--- src/rtl/fetch_pc_unit.sv ---
// Instruction-fetch stage: PC register, next-PC select, IF/ID register with flush bubbles and halt freeze.
// Optional FETCH_REDIRECT_CNT_EN adds a saturating counter of taken redirects.
module fetch_pc_unit #(
  parameter int                       PC_WIDTH    = 16,
  parameter int                       INSTR_WIDTH = 16,
  parameter logic [PC_WIDTH-1:0]      RESET_PC    = 16'h0000,
  parameter logic [INSTR_WIDTH-1:0]   NOP_INSTR   = 16'hF000
) (
  input  logic                   clk,
  input  logic                   rst,
  input  logic [1:0]             PCsrc,
  input  logic                   flush,
  input  logic                   stall,
  input  logic [PC_WIDTH-1:0]    branch_target,
  input  logic [PC_WIDTH-1:0]    jump_target,
  input  logic [INSTR_WIDTH-1:0] imem_rdata,
  output logic [PC_WIDTH-1:0]    imem_addr,
  output logic [PC_WIDTH-1:0]    pc,
  output logic [INSTR_WIDTH-1:0] if_id_instr,
  output logic [PC_WIDTH-1:0]    if_id_pc_plus2,
  output logic                   if_id_valid,
  output logic                   halted,
  output logic [15:0]            redirect_count
);

  typedef enum logic [1:0] {
    S_START = 2'd0,
    S_RUN   = 2'd1,
    S_HALT  = 2'd2
  } state_t;

  localparam logic [1:0] PCSRC_SEQ    = 2'b00;
  localparam logic [1:0] PCSRC_BRANCH = 2'b01;
  localparam logic [1:0] PCSRC_JUMP   = 2'b10;
  localparam logic [1:0] PCSRC_HALT   = 2'b11;

  state_t r_state;
  state_t w_state_next;

  logic [PC_WIDTH-1:0]    r_pc;
  logic [INSTR_WIDTH-1:0] r_if_id_instr;
  logic [PC_WIDTH-1:0]    r_if_id_pc_plus2;
  logic                   r_if_id_valid;

  logic [PC_WIDTH-1:0]    w_pc_next;
  logic [INSTR_WIDTH-1:0] w_if_id_instr_next;
  logic [PC_WIDTH-1:0]    w_if_id_pc_plus2_next;
  logic                   w_if_id_valid_next;
  logic [PC_WIDTH-1:0]    w_pc_plus2;
  logic                   w_redirect;

  // Wraps naturally modulo 2^PC_WIDTH.
  assign w_pc_plus2 = r_pc + {{(PC_WIDTH-2){1'b0}}, 2'b10};
  assign w_redirect = (r_state == S_RUN) &&
                      ((PCsrc == PCSRC_BRANCH) || (PCsrc == PCSRC_JUMP));

  // State register
  always_ff @(posedge clk) begin
    if (rst) begin
      r_state <= S_START;
    end else begin
      r_state <= w_state_next;
    end
  end

  // Next-state logic
  always_comb begin
    w_state_next = r_state;
    case (r_state)
      S_START: w_state_next = S_RUN;
      S_RUN:   if (PCsrc == PCSRC_HALT) w_state_next = S_HALT;
      S_HALT:  w_state_next = S_HALT;
      default: w_state_next = S_START;
    endcase
  end

  // Output logic
  always_comb begin
    halted = (r_state == S_HALT);
  end

  // Datapath next values; everything holds unless a case below loads it.
  always_comb begin
    w_pc_next             = r_pc;
    w_if_id_instr_next    = r_if_id_instr;
    w_if_id_pc_plus2_next = r_if_id_pc_plus2;
    w_if_id_valid_next    = r_if_id_valid;
    case (r_state)
      S_START: begin
        w_pc_next             = w_pc_plus2;
        w_if_id_instr_next    = imem_rdata;
        w_if_id_pc_plus2_next = w_pc_plus2;
        w_if_id_valid_next    = 1'b1;
      end
      S_RUN: begin
        if (PCsrc == PCSRC_HALT) begin
          w_if_id_instr_next = NOP_INSTR;
          w_if_id_valid_next = 1'b0;
        end else begin
          // A redirect wins over stall for the PC, but IF/ID still honours stall.
          if (PCsrc == PCSRC_BRANCH) begin
            w_pc_next = branch_target;
          end else if (PCsrc == PCSRC_JUMP) begin
            w_pc_next = jump_target;
          end else if (!stall && (PCsrc == PCSRC_SEQ)) begin
            w_pc_next = w_pc_plus2;
          end

          if (flush) begin
            w_if_id_instr_next = NOP_INSTR;
            w_if_id_valid_next = 1'b0;
          end else if (!stall) begin
            w_if_id_instr_next    = imem_rdata;
            w_if_id_pc_plus2_next = w_pc_plus2;
            w_if_id_valid_next    = 1'b1;
          end
        end
      end
      default: begin
      end
    endcase
  end

  always_ff @(posedge clk) begin
    if (rst) begin
      r_pc             <= RESET_PC;
      r_if_id_instr    <= NOP_INSTR;
      r_if_id_pc_plus2 <= '0;
      r_if_id_valid    <= 1'b0;
    end else begin
      r_pc             <= w_pc_next;
      r_if_id_instr    <= w_if_id_instr_next;
      r_if_id_pc_plus2 <= w_if_id_pc_plus2_next;
      r_if_id_valid    <= w_if_id_valid_next;
    end
  end

`ifdef FETCH_REDIRECT_CNT_EN
  logic [15:0] r_redirect_count;

  always_ff @(posedge clk) begin
    if (rst) begin
      r_redirect_count <= '0;
    end else if (w_redirect && (r_redirect_count != 16'hFFFF)) begin
      r_redirect_count <= r_redirect_count + 16'd1;
    end
  end

  assign redirect_count = r_redirect_count;
`else
  logic w_redirect_unused;
  assign w_redirect_unused = w_redirect;
  assign redirect_count    = 16'h0000;
`endif

  assign imem_addr      = r_pc;
  assign pc             = r_pc;
  assign if_id_instr    = r_if_id_instr;
  assign if_id_pc_plus2 = r_if_id_pc_plus2;
  assign if_id_valid    = r_if_id_valid;

endmodule

--- config.mk ---
export PLATFORM = sky130hd
export DESIGN_NAME = fetch_pc_unit
export DESIGN_NICKNAME = d
export VERILOG_FILES = /design/src/rtl/fetch_pc_unit.sv
export SDC_FILE = /design/constraint.sdc
export NUM_CORES = 1
export LEC_CHECK = 0
export CORE_AREA = 2 2 102 104
export CTS_CLUSTER_SIZE = 14
export DETAILED_ROUTE_END_ITERATION = 6
export DIE_AREA = 0 0 104 106
export DONT_BUFFER_PORTS = 1
export HOLD_SLACK_MARGIN = 0.03
export PLACE_DENSITY = 0.41
export SKIP_CTS_REPAIR_TIMING = 1
export SLEW_MARGIN = 20
export SYNTH_ARGS = -nofsm -noshare
export SYNTH_HDL_FRONTEND = slang
export SYNTH_SLANG_ARGS = --single-unit
--- constraint.sdc ---
create_clock -name clk -period 3.15 [get_ports clk]
set_input_delay 0.315 -clock clk [delete_from_list [all_inputs] [get_ports clk]]
set_output_delay 0.315 -clock clk [all_outputs]
set_load 0.1 [all_outputs]
* Yosys cells after proc, flatten, opt, wreduce, memory -nomap -nowiden
Index checks and enable logic that the tools add are counted.
** Storage, ports and cells
- Bits in registers :: 51
- Word-level logic and storage cells :: 44
** Cells by class
- Add/subtract/negate cells :: 1
- Equality and inequality tests :: 11
- Multiplexer cells :: 19
- Reduce and logical (&&, ||, !) cells :: 8
** Operators by type and width (count)
- $mux W16 :: 10
- $pmux W16 S2 :: 3
- $add A16 B2 Y16 const B :: 1
- $eq A2 B2 Y1 const B :: 3
- $ne A2 B2 Y1 const B :: 3
- $pmux W2 S3 :: 1
- $eq A2 B1 Y1 const B :: 2
- $logic_not A2 Y1 :: 2
- $ne A4 B1 Y1 const B :: 1
- $ne A4 B3 Y1 const B :: 1
- $reduce_and A4 Y1 :: 1
- $mux W1 :: 3
- $reduce_and A3 Y1 :: 1
- $mux W2 :: 1
- $ne A2 B1 Y1 const B :: 1
- $pmux W1 S2 :: 1
- $reduce_and A2 Y1 :: 1
- $reduce_bool A2 Y1 :: 1
- $logic_and A1 B1 Y1 :: 1
- $logic_not A1 Y1 :: 1

* Depth between registers and ports, before layout
Gate-level depths: netlist of the first run.
- Depth after elaboration :: 7
- Depth in mapped cells :: 9
- Depth with buffers taken out :: 6

* Worst setup path before layout of the first run
Ideal clock, no wire load.
- Path type :: register -> register
- Start :: register r_pc[1], in the netlist imem_addr[1]
- End :: register r_pc[15], in the netlist imem_addr[15]
- Setup time :: 116 ps
- Arrival :: 2594 ps
- Data required time :: 3034 ps
- Slack :: 441 ps
- Stages on the path, launching flop included :: 6
- Buffers on the path :: 0
- Clock period less this slack :: 2709 ps
- Cells stage by stage :: dfxtp_1 ha_1 nand3_1 or4_1 or4_1 and3_1
** On the way
- Cells in the longest elaborated chain, start to end :: 6
** RTL lines
- start, declared :: line 40 : logic [PC_WIDTH-1:0] r_pc;
- start signal, assigned :: line 131 : r_pc <= w_pc_next;
- $add A16 B2 Y16 (*) :: line 53 : assign w_pc_plus2 = r_pc + {{(PC_WIDTH-2){1'b0}}, 2'b10};
- $mux W16 :: line 105 : end else if (!stall && (PCsrc == PCSRC_SEQ)) begin
- $mux W16 :: line 103 : end else if (PCsrc == PCSRC_JUMP) begin
- $mux W16 :: line 101 : if (PCsrc == PCSRC_BRANCH) begin
- $mux W16 :: line 96 : if (PCsrc == PCSRC_HALT) begin
- $pmux W16 S2 (*) :: line 88 : case (r_state)
Every way passes the cells marked *; elsewhere a longest branch is shown, timed or not. The select of a mux whose other input is x is not followed.
A chain may end at the register's enable or synchronous reset.

* Worst setup path in the final report of the first run
- Start :: register r_state[1]
- End :: register r_pc[15], in the netlist imem_addr[15]
** On the way
- Cells in the longest elaborated chain, start to end :: 3
- Elaborated cells between the ends (all ways) :: 7
- Those cells by class :: eq/ne: 3; mux: 1; reduce/logical: 3
** RTL lines
- start, declared :: line 37 : state_t r_state;
- start signal, assigned :: line 62 : r_state <= w_state_next;
- $eq A2 B1 Y1 / $logic_not A2 Y1 (equally long branches) :: line 88
- $ne A4 B1 Y1 (no source line) (tied with other cells)
- $reduce_and A3 Y1 (no source line)
Several ways; a longest one is shown, not always the timed one.

==> results of run 1 <==
[worst max-delay path, stage by stage, from the launching register on]
cell     delay, ns
dfxtp_1       0.33
inv_1         0.09
ha_1          0.61
nor2_1        0.26
a211o_1       0.45
or4_1         0.53
and3_1        0.18
[area by class of cell]
class	count	area share
inverters	11	0.0132
clock buffers	6	0.0263
repair buffers	25	0.0598
clock inverters	2	0.0124
diodes	1	0.000797
multi-input cells	258	0.502
well taps	136	0.0542
flip-flops and latches	51	0.332
[logic make-up (layout without fill, tap and decap cells)]
kind of cell,count (synthesis),in the layout,synth area share
compound gates,90,90,0.216
xor+xnor,10,10,0.0300
fa+ha+maj,8,8,0.0342
buf+inv,65,44,0.134
flops,51,51,0.349
mux,8,8,0.0278
other cells,1,17,0.00128
simple gates,126,126,0.208
[layout by cell type, fill, tap and decap left out, types with 5 or more instances in the layout]
master,netlist,final
clkbuf_8,0,6
nor3_1,10,10
nor2_1,32,32
ha_1,8,8
conb_1,1,16
a211oi_1,11,11
a21oi_1,25,25
inv_1,11,11
o21ai_0,10,10
dfxtp_1,51,35
nand3_1,10,10
nand2_1,47,47
dfxtp_2,0,16
xnor2_1,6,6
buf_4,35,25
o22ai_1,6,6
o21a_1,7,7
mux2i_1,7,7
a221oi_1,5,5
[per-stage QoR]
| step | instances | hold WS (ns) | util | setup WS [ns] | area [sq um] |
|---|---|---|---|---|---|
| 6_report | 490 | 0.0701 | 0.314 | 0.597 | 3140 |
| 5_1_grt | 490 | 0.0526 | 0.314 | 0.396 | 3140 |
| 4_1_cts | 489 | 0.0508 | 0.314 | 0.591 | 3140 |
| 3_5_place_dp | 481 | 0.388 | 0.301 | 0.621 | 3010 |
| 3_3_place_gp | 481 | 0.392 | 0.301 | 0.701 | 3010 |
| 2_1_floorplan | 374 | 0.438 | - | 0.441 | 2980 |
[layer usage]
metal  routed length [um]  vias to the layer above
li1                     -                     1223
met1                 3730                     1129
met2                 3570                      117
met3                  910                        8
met4                   85                        0
met5                    0                        -
[synthesized netlist by cell type, types with 3 or more instances]
master / count
a2111oi_0: 3
a211oi_1: 11
a21oi_1: 25
a221oi_1: 5
buf_4: 35
clkbuf_1: 13
dfxtp_1: 51
ha_1: 8
inv_1: 11
mux2i_1: 7
nand2_1: 47
nand3_1: 10
nand4_1: 3
nor2_1: 32
nor2b_1: 3
nor3_1: 10
o21a_1: 7
o21ai_0: 10
o22ai_1: 6
o32ai_1: 3
xnor2_1: 6
xor2_1: 4
[path summary, 6_finish.rpt]
path / startpoint / end / cells after the start
max reg2reg: r_state[1] / imem_addr[15] / 6
max: r_state[1] / imem_addr[15] / 6
min: rst / imem_addr[4] / 1
min reg2reg: if_id_pc_plus2[5] / if_id_pc_plus2[5] / 2
[sequential cells by signal (all words and copies together) (netlist names)]
signal and flops:
if_id_instr 16, if_id_pc_plus2 16, if_id_valid 1, imem_addr 16
r_state 2
==> summary.txt, run 1 <==
GRT
  • Pin count of the biggest net entering global routing: 38
  • GR peak layer: met2
  • GRT Total Usage: 0.149
  • Antenna violations before repair: 1
  • GR Util met2: 0.227
  • Vias in the first global route: roughly 2,300
  • GR Util met1: 0.206
  • Met3 usage: 0.0497
  • Global route overflow: 0
  • Global-route wire length before repair: between 10,000 and 15,000 um

Synthesis
  • Cells after Synth: 359
  • Synth Cell Area: 2920 sq um
  • Synthesized area per cell: 8.14 sq um
  • Ys flop type: dfxtp_1
  • Synth top area share: 0.349
  • Unique masters post-synth: 58
  • Leading area contributor after synthesis: dfxtp_1
  • Yosys reg bits: 51
  • Synth area leaders: dfxtp_1 35%, buf_4 9.0%, nand2_1 6.0%
  • Seq/Total Area, Yosys: 0.349
  • Async SR Flop Fraction: 0
  • Post-synth EDFFs: 0
  • YS warnings: 0

Worst setup path
  • Arr. time, crit path: 2.76 ns
  • CP Launch Type: flop
  • Worst Path Max Fanout: 19
  • CP required: 3.35 ns
  • FF-to-FF setup slack: ~0.60 ns
  • Critical path class: flop to flop
  • Nature of the critical path endpoint: flop

Routing
  • Vias: 2,477
  • Via/cell ratio: 5.06
  • Total routed wirelength: a little over 8000 um
  • Post-route ant nets: 0
  • Drt first pass iters: 4
  • Initial DRC Count: 119
  • DRC violations left: 0
  • WL per Instance: 16.9 um

Clock tree
  • H-tree depth: 2
  • Clk buf depth: 2
  • Clk sinks: 51
  • Worst-path clk slew: 0.10 ns
  • TritonCTS clock tree: done
  • Clk Latency, worst-skew pair: 0.31 ns
  • CTS Root Cell: clkbuf_8
  • Total CTS buffers: 5

Min path
  • Worst Hold Class: primary input to flop

Finish
  • Area Overhead vs Synth: 7.32%
  • Reg area: roughly 1000 sq um
  • Multi-input gate area: between 1500 and 2000 sq um
  • Layout cells sized above 1: 0.178
  • FILL cells: between 1,000 and 1,500
  • NumNets Final: 414

Floorplanning
  • Die width: roughly 100 um
  • Total die area: 11,000 sq um
  • Placeable Area: 10000 sq um
  • Die height: approximately 110 um
  • I/O pin cnt: roughly 140
  • Cell row count: 37
  • Starting Density: 0.292

STA
  • Peak Freq: a little under 0.4 GHz
  • Slew Limit Fails: 0
  • Setup-failing EPs final: 0
  • Max Clock Skew: 0.0138 ns
  • Slew margin rel.: 0.298
  • Setup TNS: 0 ns
  • Crit share post-route: 0.810
  • Post-route minimum period: approximately 2.6 ns
  • Unrepaired setup endpoints after global routing: no
  • Hold Violations, Final: 0
  • Worst-Margin Slew: approximately 1.1 ns

Placed design
  • HPWL Detailed: approximately 6200 um
  • I/O Buffers: 0
  • Routability Congestion: 0.804

Outcome
  • Status: finished, final reports clean

Flow run
  • Max cap viols: 0
Power of run 1 is not shown: default switching activity piles up to over one toggle a cycle in this logic, so the estimate is an artifact.
==> run 2: changes to the inputs <==
--- a/config.mk
+++ b/config.mk
@@ -11,7 +11,7 @@
 export DIE_AREA = 0 0 104 106
 export DONT_BUFFER_PORTS = 1
 export HOLD_SLACK_MARGIN = 0.03
-export PLACE_DENSITY = 0.41
+export PLACE_DENSITY = 0.43
 export SKIP_CTS_REPAIR_TIMING = 1
 export SLEW_MARGIN = 20
 export SYNTH_ARGS = -nofsm -noshare
==> constraint.sdc (replaced) <==
create_clock -name clk -period 2.3 [get_ports clk]
set_input_delay 0.23 -clock clk [delete_from_list [all_inputs] [get_ports clk]]
set_output_delay 0.23 -clock clk [all_outputs]
set_load 0.1 [all_outputs]
==> summary.txt, run 2 (synthesized netlist as in run 1, its figures left out) <==
Outcome
  • Status: finished, final reports clean

Clock tree
  • CTS Root Cell: clkbuf_8
  • Clk sinks: just over 50
  • Clk Latency, worst-skew pair: between 0.3 and 0.4 ns
  • Clk buf depth: 2
  • Total CTS buffers: 5
  • H-tree depth: 2
  • Worst-path clk slew: roughly 0.10 ns
  • TritonCTS clock tree: done

STA
  • Max Clock Skew: 0.0106 ns
  • Crit share post-route: 0.929
  • Slew margin rel.: 0.502
  • Setup TNS: 0 ns
  • Peak Freq: 0.468 GHz
  • Worst-Margin Slew: 0.746 ns
  • Slew Limit Fails: 0
  • Setup-failing EPs final: 0
  • Hold Violations, Final: 0
  • Unrepaired setup endpoints after global routing: no
  • Post-route minimum period: 2.14 ns

GRT
  • GRT Total Usage: 0.152
  • Pin count of the biggest net entering global routing: 38
  • Antenna violations before repair: 0
  • Global-route wire length before repair: 13,300 um
  • Global route overflow: 0
  • Vias in the first global route: 2,423

Worst setup path
  • CP Launch Type: flop
  • Worst-case reg-to-reg path depth: 6
  • CP required: 2.50 ns
  • Reg2Reg Capture Point: imem_addr[15]
  • Critical path class: flop to flop
  • FF-to-FF setup slack: 0.16 ns
  • Nature of the critical path endpoint: flop
  • R2R Path Start: r_state[1]
  • Worst Path Max Fanout: 9
  • Arr. time, crit path: around 2.3 ns

Finish
  • Ant. Diodes: 0
  • Layout cells sized above 1: 0.261
  • Most frequent cells in the layout: 63 x buf_4, 47 x nand2_1, 35 x dfxtp_1, 32 x nor2_1, 24 x a21oi_1
  • Most common cell after layout, fill and taps aside: buf_4
  • NumNets Final: 455
  • Non-Filler Instances: 530
  • Area Overhead vs Synth: 17.6%

Min path
  • WHS Path Cells: 2
  • Worst Hold Class: primary input to flop
  • Hold Startpoint: imem_rdata[14]
  • Min-Delay Endpoint: if_id_instr[14]

Routing
  • Initial DRC Count: 135
  • Drt first pass iters: 4
  • Vias: 2,599
  • WL per Instance: approximately 16 um
  • Via/cell ratio: roughly 4.9
  • DRC violations left: 0
  • Total routed wirelength: slightly below 9000 um
  • Post-route ant nets: 0

Floorplanning
  • Die width: 104 um
  • Cell row count: 37
  • Total die area: between 10,000 and 15,000 sq um
  • I/O pin cnt: approximately 140
  • Die height: around 110 um
  • Placeable Area: between 9000 and 10,000 sq um
  • Starting Density: 0.292

Placed design
  • HPWL Detailed: 6490 um
  • Placed insts: between 500 and 600
  • I/O Buffers: 0
  • Routability Congestion: approximately 0.81

Flow run
  • Max cap viols: 0
## run 2: worst max path at each step
stage / startpoint / cells after the start / slack, ns / to
floorplan: imem_addr[1] / 5 / 0.0007 / imem_addr[15]
global placement: r_state[1] / 6 / 0.12 / if_id_instr[10]
detailed placement: r_state[1] / 6 / 0.20 / imem_addr[15]
CTS: r_state[1] / 6 / 0.18 / imem_addr[15]
global route: r_state[1] / 8 / 0.01 / if_id_pc_plus2[12]
finish: r_state[1] / 6 / 0.16 / imem_addr[15]
## run 2: final cells by class
| cell class | instances | area, sq um |
|---|---|---|
| fillers | 1122 | 6560 |
| inverters | 11 | 41.3 |
| well taps | 136 | 170 |
| multi-input cells | 258 | 1580 |
| clock buffers | 6 | 72.6 |
| clock inverters | 2 | 12.5 |
| flip-flops and latches | 51 | 1040 |
| repair buffers | 66 | 523 |
## run 2: metrics by stage
stage	utilization	hold slack (ns)	worst slack (ns)	instance area, sq um
4_1_cts	0.341	-0.0344	0.176	3410
5_1_grt	0.344	0.0361	0.0139	3440
3_5_place_dp	0.332	0.306	0.204	3320
3_3_place_gp	0.332	0.305	0.120	3320
6_report	0.344	0.0347	0.162	3440
2_1_floorplan	-	0.353	0.000747	3000
## run 2: critical path, cell delays in order, from the launching register on
cell     delay, ns
dfxtp_1       0.36
inv_1         0.06
ha_1          0.31
and2b_2       0.27
a211o_1       0.37
or4_1         0.48
and3_1        0.18
## run 2: routing by layer
layer | wire length, um | GRT usage | up-vias
met5 | 0 | 0 | -
met4 | 93 | 0.0376 | 0
met3 | 583 | 0.0368 | 9
met2 | 3960 | 0.244 | 91
met1 | 4040 | 0.207 | 1201
li1 | - | - | 1298
Power of run 2 is left out for the same reason.
==> run 3: changes to the inputs <==
--- a/config.mk
+++ b/config.mk
@@ -5,10 +5,11 @@
 export SDC_FILE = /design/constraint.sdc
 export NUM_CORES = 1
 export LEC_CHECK = 0
-export CORE_AREA = 2 2 102 104
+export ABC_AREA = 1
+export CORE_AREA = 2 2 101 103
 export CTS_CLUSTER_SIZE = 14
 export DETAILED_ROUTE_END_ITERATION = 6
-export DIE_AREA = 0 0 104 106
+export DIE_AREA = 0 0 103 105
 export DONT_BUFFER_PORTS = 1
 export HOLD_SLACK_MARGIN = 0.03
 export PLACE_DENSITY = 0.43
==> summary.txt, run 3 <==
Synthesis
  • Seq/Total Area, Yosys: 0.356
  • Most frequent cell after synthesis: nand2_1
  • Cells after Synth: 409
  • Yosys reg bits: 51
  • Post-synth EDFFs: 0
  • Synth Cell Area: 2870 sq um
  • YS warnings: 0
  • Leading area contributor after synthesis: dfxtp_1
  • Synthesized area per cell: 7.01 sq um
  • Synth top area share: 0.356
  • Unique masters post-synth: 30
  • Ys flop type: dfxtp_1
  • Async SR Flop Fraction: 0
  • Commonest cells post-synth: 89 x nand2_1, 51 x dfxtp_1, 38 x a21oi_1, 38 x nand3_1, 36 x inv_1
  • Synth area leaders: dfxtp_1 36%, nand2_1 12%, buf_4 8.9%

Finish
  • Area Overhead vs Synth: 16.8%
  • NumNets Final: 503
  • Ant. Diodes: 0
  • Layout cells sized above 1: 0.199
  • Most common cell after layout, fill and taps aside: nand2_1
  • Most frequent cells in the layout: 89 x nand2_1, 57 x buf_4, 38 x nand3_1, 38 x a21oi_1, 36 x inv_1

Worst setup path
  • Worst Path Max Fanout: 40
  • Crit-path cells: inv_1, ha_1, inv_2, nand2_1, o21ai_2, nand2_2, inv_4, nand3_1, o211ai_1, inv_1
  • Nature of the critical path endpoint: flop
  • FF-to-FF setup slack: 0.39 ns
  • Slowest CP cell: inv_4
  • CP required: between 2 and 3 ns
  • Arr. time, crit path: approximately 2.1 ns
  • Delay-heaviest family, CP: buffers and inverters
  • CP Launch Type: flop
  • Max incr delay on CP: 0.36 ns
  • Worst-case reg-to-reg path depth: 10
  • Most frequent CP cell: inv_1
  • Reg2Reg Capture Point: if_id_pc_plus2[8]
  • Worst path bufs/invs: 4
  • Critical path startpoint: r_state[1]
  • R2R Path Start: r_state[1]
  • Critical path class: flop to flop

Floorplanning
  • Die height: approximately 110 um
  • I/O pin cnt: 136
  • Cell row count: 36
  • Starting Density: 0.297
  • Placeable Area: between 9000 and 10,000 sq um
  • Total die area: 10,800 sq um
  • Die width: approximately 100 um

Clock tree
  • Clk buf depth: 2
  • Clk Latency, worst-skew pair: 0.31 ns
  • Clk sinks: slightly above 50
  • H-tree depth: 2
  • Worst-path clk slew: 0.10 ns
  • CTS Root Cell: clkbuf_8
  • Total CTS buffers: 5
  • TritonCTS clock tree: done

Routing
  • Drt first pass iters: 4
  • Vias: between 2,000 and 3,000
  • Initial DRC Count: 108
  • Post-route ant nets: 0
  • DRC violations left: 0
  • Via/cell ratio: 4.71
  • WL per Instance: 14.8 um
  • Total routed wirelength: 8530 um

Flow run
  • Max cap viols: 0

STA
  • Worst-Margin Slew: 0.617 ns
  • Hold Violations, Final: 0
  • Max Clock Skew: 0.00937 ns
  • Post-route minimum period: 1.91 ns
  • Setup-failing EPs final: 0
  • Crit share post-route: 0.829
  • Slew margin rel.: 0.587
  • Unrepaired setup endpoints after global routing: no
  • Slew Limit Fails: 0
  • Peak Freq: between 0.5 and 0.6 GHz
  • Setup TNS: 0 ns

Outcome
  • Status: finished, final reports clean

GRT
  • Global-route wire length before repair: ~13,000 um
  • Antenna violations before repair: 0
  • Vias in the first global route: 2,506
  • GRT Total Usage: 0.153
  • Met3 usage: 0.0388
  • Global route overflow: 0
  • Pin count of the biggest net entering global routing: 41
  • GR peak layer: met2
  • GR Util met1: 0.215
  • GR Util met2: 0.236

Min path
  • WHS Path Cells: 2
  • Hold Startpoint: imem_rdata[4]
  • Worst Hold Class: primary input to flop
  • Min-Delay Endpoint: if_id_instr[4]

Placed design
  • I/O Buffers: 0
  • Routability Congestion: 0.803
  • HPWL Detailed: 6360 um
==> run 3: cell count changes after synthesis, moves of 11 or more <==
cell	before	now
nand2_1	47	89
nand3_1	10	38
inv_1	11	36
a21oi_1	25	38
o21ai_0	10	23
a211oi_1	11	0
==> run 3: layout make-up <==
class | count | area [sq um]
Fill cell | 1080 | 6290
Multi-Input combinational cell | 285 | 1410
Sequential cell | 51 | 1040
Timing Repair Buffer | 60 | 468
Tap cell | 133 | 166
Inverter | 38 | 145
Clock buffer | 5 | 68.8
Clock inverter | 3 | 46.3
==> run 3: how the worst max path moves through the flow <==
| stage | cells after the start | endpoint | slack [ns] |
|---|---|---|---|
| finish | 10 | if_id_pc_plus2[8] | 0.39 |
| global route | 10 | if_id_pc_plus2[13] | 0.19 |
| CTS | 10 | if_id_pc_plus2[13] | 0.38 |
| detailed placement | 8 | imem_addr[14] | 0.37 |
| global placement | 8 | imem_addr[14] | 0.36 |
| floorplan | 8 | if_id_pc_plus2[11] | 0.06 |
==> run 3: worst register-to-register path, stage by stage (launching register included) <==
cell      delay [ns]
dfxtp_1         0.34
inv_1           0.07
ha_1            0.22
inv_2           0.14
nand2_1         0.10
o21ai_2         0.09
nand2_2         0.17
inv_4           0.36
nand3_1         0.15
o211ai_1        0.11
inv_1           0.06
==> run 3: cells by family after synthesis <==
| logic type | synth area share |
|---|---|
| xor gates and xnor gates | 0.00917 |
| buffers and inverters | 0.171 |
| adders and majority gates | 0.0349 |
| and+or+nand+nor | 0.235 |
| DFF | 0.356 |
| muxes | 0.00349 |
| other | 0.00131 |
| AOI/OAI and AO/OA | 0.189 |
==> run 3: through the flow <==
step	area [sq um]	hold slack [ns]	util	setup WS [ns]	cells
after floorplan	2920	0.369	-	0.0582	424
after global placement	3210	0.301	0.333	0.358	565
after detailed placement	3210	0.303	0.333	0.371	565
after CTS	3330	-0.0425	0.345	0.380	573
after global routing	3350	0.0339	0.347	0.187	575
final	3350	0.0485	0.347	0.393	575
==> run 3: routing by layer <==
metal  up-vias  wire [um]
li1       1371          -
met1      1236       4020
met2        93       3830
met3         8        597
met4         0         78
met5         -          0
Power of run 3 is left out for the same reason.
